[src/rtl/core_sequencer.sv]
// core_sequencer: fetches 16-bit opcodes from a synchronous program memory and
// broadcasts them to the core array. It also interprets the sequencer-control
// field of misc-class opcodes (SETLOOP / LOOP / END).
//
// Ports
//   clk, rst_n   clock, asynchronous active-low reset
//   start        begin program at address 0 (ignored while busy)
//   hold         stall fetch (sampled only in FETCH)
//   prog_addr    program memory read address (mirrors pc)
//   prog_data    program memory read data, valid one cycle after prog_addr
//   opcode       registered opcode broadcast to the cores
//   execute      registered one-cycle strobe qualifying opcode
//   busy         program running (FETCH or DECODE)
//   done         one-cycle pulse when END retires
//   pc           current program counter
module core_sequencer #(
  parameter int unsigned ADDR_WIDTH = 6,
  parameter int unsigned LOOP_WIDTH = 6
) (
  input  logic                  clk,
  input  logic                  rst_n,
  input  logic                  start,
  input  logic                  hold,
  output logic [ADDR_WIDTH-1:0] prog_addr,
  input  logic [15:0]           prog_data,
  output logic [15:0]           opcode,
  output logic                  execute,
  output logic                  busy,
  output logic                  done,
  output logic [ADDR_WIDTH-1:0] pc
);

  typedef enum logic [1:0] {
    S_IDLE   = 2'd0,
    S_FETCH  = 2'd1,
    S_DECODE = 2'd2
  } state_t;

  localparam logic [1:0] CLASS_MISC   = 2'b11;
  localparam logic [1:0] CTRL_PLAIN   = 2'b00;
  localparam logic [1:0] CTRL_END     = 2'b01;
  localparam logic [1:0] CTRL_SETLOOP = 2'b10;
  localparam logic [1:0] CTRL_LOOP    = 2'b11;

  state_t                r_state;
  logic [ADDR_WIDTH-1:0] r_pc;
  logic [LOOP_WIDTH-1:0] r_loop_cnt;
  logic [15:0]           r_opcode;
  logic                  r_execute;
  logic                  r_done;
  logic                  r_busy;

  state_t                w_state_nxt;
  logic [ADDR_WIDTH-1:0] w_pc_nxt;
  logic [ADDR_WIDTH-1:0] w_pc_inc;
  logic [LOOP_WIDTH-1:0] w_loop_nxt;
  logic [15:0]           w_opcode_nxt;
  logic                  w_execute_nxt;
  logic                  w_done_nxt;
  logic                  w_is_misc;
  logic [1:0]            w_ctrl;

  // pc wraps naturally at 2^ADDR_WIDTH
  assign w_pc_inc  = r_pc + ADDR_WIDTH'(1);
  assign w_is_misc = (prog_data[15:14] == CLASS_MISC);
  assign w_ctrl    = prog_data[7:6];

  // State and datapath registers
  always_ff @(posedge clk or negedge rst_n) begin
    if (!rst_n) begin
      r_state    <= S_IDLE;
      r_pc       <= '0;
      r_loop_cnt <= '0;
      r_opcode   <= 16'h0000;
      r_execute  <= 1'b0;
      r_done     <= 1'b0;
      r_busy     <= 1'b0;
    end else begin
      r_state    <= w_state_nxt;
      r_pc       <= w_pc_nxt;
      r_loop_cnt <= w_loop_nxt;
      r_opcode   <= w_opcode_nxt;
      r_execute  <= w_execute_nxt;
      r_done     <= w_done_nxt;
      r_busy     <= (w_state_nxt != S_IDLE);
    end
  end

  // Next-state, decode and issue logic
  always_comb begin
    w_state_nxt   = r_state;
    w_pc_nxt      = r_pc;
    w_loop_nxt    = r_loop_cnt;
    w_opcode_nxt  = r_opcode;
    w_execute_nxt = 1'b0;
    w_done_nxt    = 1'b0;

    case (r_state)
      S_IDLE: begin
        if (start) begin
          w_state_nxt = S_FETCH;
          w_pc_nxt    = '0;
          w_loop_nxt  = '0;
        end
      end

      S_FETCH: begin
        if (!hold) begin
          w_state_nxt = S_DECODE;
        end
      end

      S_DECODE: begin
        w_state_nxt   = S_FETCH;
        w_pc_nxt      = w_pc_inc;
        w_opcode_nxt  = prog_data;
        w_execute_nxt = 1'b1;
        if (w_is_misc) begin
          case (w_ctrl)
            CTRL_END: begin
              // END is consumed by the sequencer, never broadcast
              w_state_nxt   = S_IDLE;
              w_pc_nxt      = r_pc;
              w_opcode_nxt  = r_opcode;
              w_execute_nxt = 1'b0;
              w_done_nxt    = 1'b1;
            end
            CTRL_SETLOOP: begin
              w_loop_nxt = prog_data[LOOP_WIDTH-1:0];
            end
            CTRL_LOOP: begin
              if (r_loop_cnt != '0) begin
                w_loop_nxt = r_loop_cnt - LOOP_WIDTH'(1);
                w_pc_nxt   = prog_data[ADDR_WIDTH-1:0];
              end
            end
            CTRL_PLAIN: begin
              w_pc_nxt = w_pc_inc;
            end
            default: begin
              w_pc_nxt = w_pc_inc;
            end
          endcase
        end
      end

      default: begin
        w_state_nxt = S_IDLE;
      end
    endcase
  end

  assign prog_addr = r_pc;
  assign pc        = r_pc;
  assign opcode    = r_opcode;
  assign execute   = r_execute;
  assign busy      = r_busy;
  assign done      = r_done;

endmodule

[config.mk]
export PLATFORM = sky130hd
export DESIGN_NAME = core_sequencer
export DESIGN_NICKNAME = d
export VERILOG_FILES = /design/src/rtl/core_sequencer.sv
export SDC_FILE = /design/constraint.sdc
export NUM_CORES = 1
export LEC_CHECK = 0
export ABC_AREA = 0
export CORE_MARGIN = 1
export CORE_UTILIZATION = 35
export CTS_CLUSTER_SIZE = 14
export DETAILED_ROUTE_END_ITERATION = 12
export GPL_TIMING_DRIVEN = 0
export PLACE_DENSITY = 0.66
export SYNTH_ARGS = -nofsm -noshare
export SYNTH_HDL_FRONTEND = slang
export SYNTH_SLANG_ARGS = --single-unit
[constraint.sdc]
create_clock -name clk -period 3.1 [get_ports clk]
set_input_delay 0.62 -clock clk [delete_from_list [all_inputs] [get_ports clk]]
set_output_delay 0.62 -clock clk [all_outputs]
set_load 0.01 [all_outputs]
==> flow_summary_export.csv <==
group,metric,value,unit
flow_run,drv_cap,0,
clock_network,clock_latency,0.29,ns
global_route,grt_max_degree,34,
clock_network,clockBufferDepth,2,
cells_and_area,layout-drive-gt1-share,12.45,%
sta,relSlewSlack,50.42,%
synth,synthArstFlopShare,100.0,%
detailed_routing,wl_per_cell,13.93,µm
sta,setup_ws,1.001,ns
critical_path,worstPathArrival,2.27,ns
clock_network,cts_resized,0,
sta,setup_viol,0,
global_route,grt_pass1_vias,1413,
synth,syn_area_per_cell,9.752,µm²
synth,ys_seq_area_share,48.39,%
floorplan,num_io_pins,51,
detailed_routing,ant_nets,0,
place,dp_hpwl,2.917,mm
floorplan,core-area,4692,µm²
critical_path,path_class,"input port to register",
synth,syn-num-nets,198,
synth,synth_commonest_cells,"53 x nand2_1, 33 x dfrtp_1, 8 x nand3_1",
global_route,grt_pass1_wl,6.734,mm
critical_path,r2r-end,"pc[5]$_DFFE_PN0P_",
synth,synth_area_leaders,"dfrtp_1 48%, nand2_1 12%, buf_4 3.1%, mux2i_1 2.3%, nand3_1 2.3%",
pwr,p_leak,1.075,nW
floorplan,start_util,36.37,%
floorplan,die_w,71.83,µm
sta,skew,0.003782,ns
sta,fin_tns_setup,0,ns
synth,synth_largest_area_cell,"dfrtp_1",
synth,synth.most_common_cell,"nand2_1",
floorplan,die_area,5160,µm²
worst_hold_path,hp-class,"input port to asynchronous set/reset pin",
critical_path,worstPathRequired,3.27,ns
cells_and_area,antenna_cells,0,
sta,rsz0062_at_grt,"false",
sta,finalHoldViolCount,0,
synth,synth_cell_types,45,
global_route,grt.overflow.total,0,
clock_network,cts_tree,"built",
critical_path,reg2reg_from,"r_loop_cnt[0]$_DFFE_PN0P_",
pwr,power.total,1.746,mW
clock_network,root_buffer,"clkbuf_8",
cells_and_area,area_delta_synth_final,38.93,%
clock_network,clk_pin_slew,0.06,ns
floorplan,fp.dieH,71.83,µm
synth,yosysWarnings,0,
clock_network,post_cts_buffers,0,
detailed_routing,drt-vias-per-instance,5.153,
sta,fmax,0.4765,GHz
cells_and_area,nets,255,
synth,synthFlopType,"dfrtp_1",
critical_path,start_kind,"input port",
sta,final_max_slew_viol_count,0,
floorplan,row_count,25,
clock_network,htreeDepth,2,
pwr,powerDensity,736.5,nW/µm²
sta,layout_min_cycle_time,2.099,ns
sta,worst_slew_pin_slew,0.7437,ns
place,place_congestion,0.8167,
detailed_routing,drcViolationCount,0,
clock_network,cts-buffers-inserted,5,
global_route,grtUsageTotal,17.28,%
place,io_buffers,50,
detailed_routing,drt_iter0_drc,73,
synth,ys_ff_latch,33,
critical_path,r2r_slack,1.20,ns
critical_path,worst_setup_path_end_kind,"register",
detailed_routing,first_pass_iters,4,
pwr,peakVddDrop,0.2886,mV
critical_path,reg2reg_depth,7,
place,dp_slack,0.7166,ns
cells_and_area,utilization,50.53,%
synth,synthCells,175,
synth,synth_edf_count,0,
critical_path,cp_max_fo,10,
clock_network,clkSinkCount,33,
clock_network,holdBufCountCts,0,
global_route,antenna_found_initial,0,
synth,synth_area,1707,µm²
sta,timing.hold.ws,0.3947,ns
run_status,status,"complete, no violations",
detailed_routing,num_vias,1479,
detailed_routing,wl,3.998,mm
synth,netlist.area_leader.share,48.39,%
sta,fin_crit_sh,67.70,%
[how the worst max path moves through the flow]
stage | endpoint | start | cells past startpoint
final | pc[2]$_DFFE_PN0P_ | prog_data[6] | 7
after global routing | pc[5]$_DFFE_PN0P_ | prog_data[14] | 6
after CTS | pc[5]$_DFFE_PN0P_ | prog_data[14] | 6
after floorplan | r_loop_cnt[5]$_DFFE_PN0P_ | r_loop_cnt[0]$_DFFE_PN0P_ | 6
after detailed placement | pc[5]$_DFFE_PN0P_ | prog_data[14] | 6
after global placement | r_loop_cnt[0]$_DFFE_PN0P_ | rst_n | 1
[per-stage QoR]
stage | std cells | instance area [µm²]
after global placement | 279 | 2275
final | 287 | 2371
after global routing | 287 | 2371
after CTS | 287 | 2371
after detailed placement | 279 | 2270
after floorplan | 175 | 1707
[cell type report]
cell class	instances	area (µm²)
fillers	450	2321
flip-flops and latches	33	825.8
multi-input cells	124	767.0
repair buffers	50	495.5
plain buffers	14	98.84
clock buffers	7	96.34
well taps	54	67.56
inverters	4	15.01
clock inverters	1	5.005
[cell usage in the layout (no fill, tap or decap), types with 2 or more instances in the layout]
cell type	instances
or4b_1	2
o22a_1	2
nor3_1	3
o211ai_1	2
ha_1	3
clkbuf_8	7
dfrtp_1	33
inv_1	4
nand4b_1	3
nand2_1	53
a32oi_1	3
buf_4	7
mux2i_1	4
nor2_1	4
a21oi_1	5
o2bb2ai_1	2
buf_6	2
nand3_1	8
or4_1	2
buf_2	5
nor3b_1	3
o22ai_1	2
clkdlybuf4s50_1	49
[logic make-up after synthesis]
family	Yosys count	synth area share [%]
AND/OR/NAND/NOR	88	26.32
flip-flops	33	48.39
AO/OA/AOI/OAI	29	14.08
buffers and inverters	18	6.671
multiplexers	4	2.346
adder cells (fa/ha/maj)	3	2.200
[registers in the layout, indices dropped and copies added (netlist names)]
| register | count |
|---|---|
| busy | 1 |
| done | 1 |
| execute | 1 |
| opcode | 16 |
| pc | 6 |
| r_loop_cnt | 6 |
| r_state | 2 |
[worst max-delay path: stages]
cell and delay [ns]:
clkdlybuf4s50_1 0.61, nand4b_1 0.23, nand2_2 0.18, inv_1 0.10, buf_2 0.20, a32oi_1 0.23, nand3_1 0.09
[layer usage]
layer	share of wire (%)	wire, µm	up-vias	global-route usage [%]
met5	0	0	-	0
met4	1.6	64	0	6.972
met3	6.9	275	6	5.485
met2	45	1786	55	26.83
met1	47	1873	690	22.38
li1	-	-	728	-
[where the power goes]
group          leakage (nW)  switching, mW  internal (mW)
registers             0.429         0.0764          0.565
clock network        0.0542          0.156          0.200
logic                 0.592          0.353          0.395
Note: power is estimated with default switching activity, not from simulation.
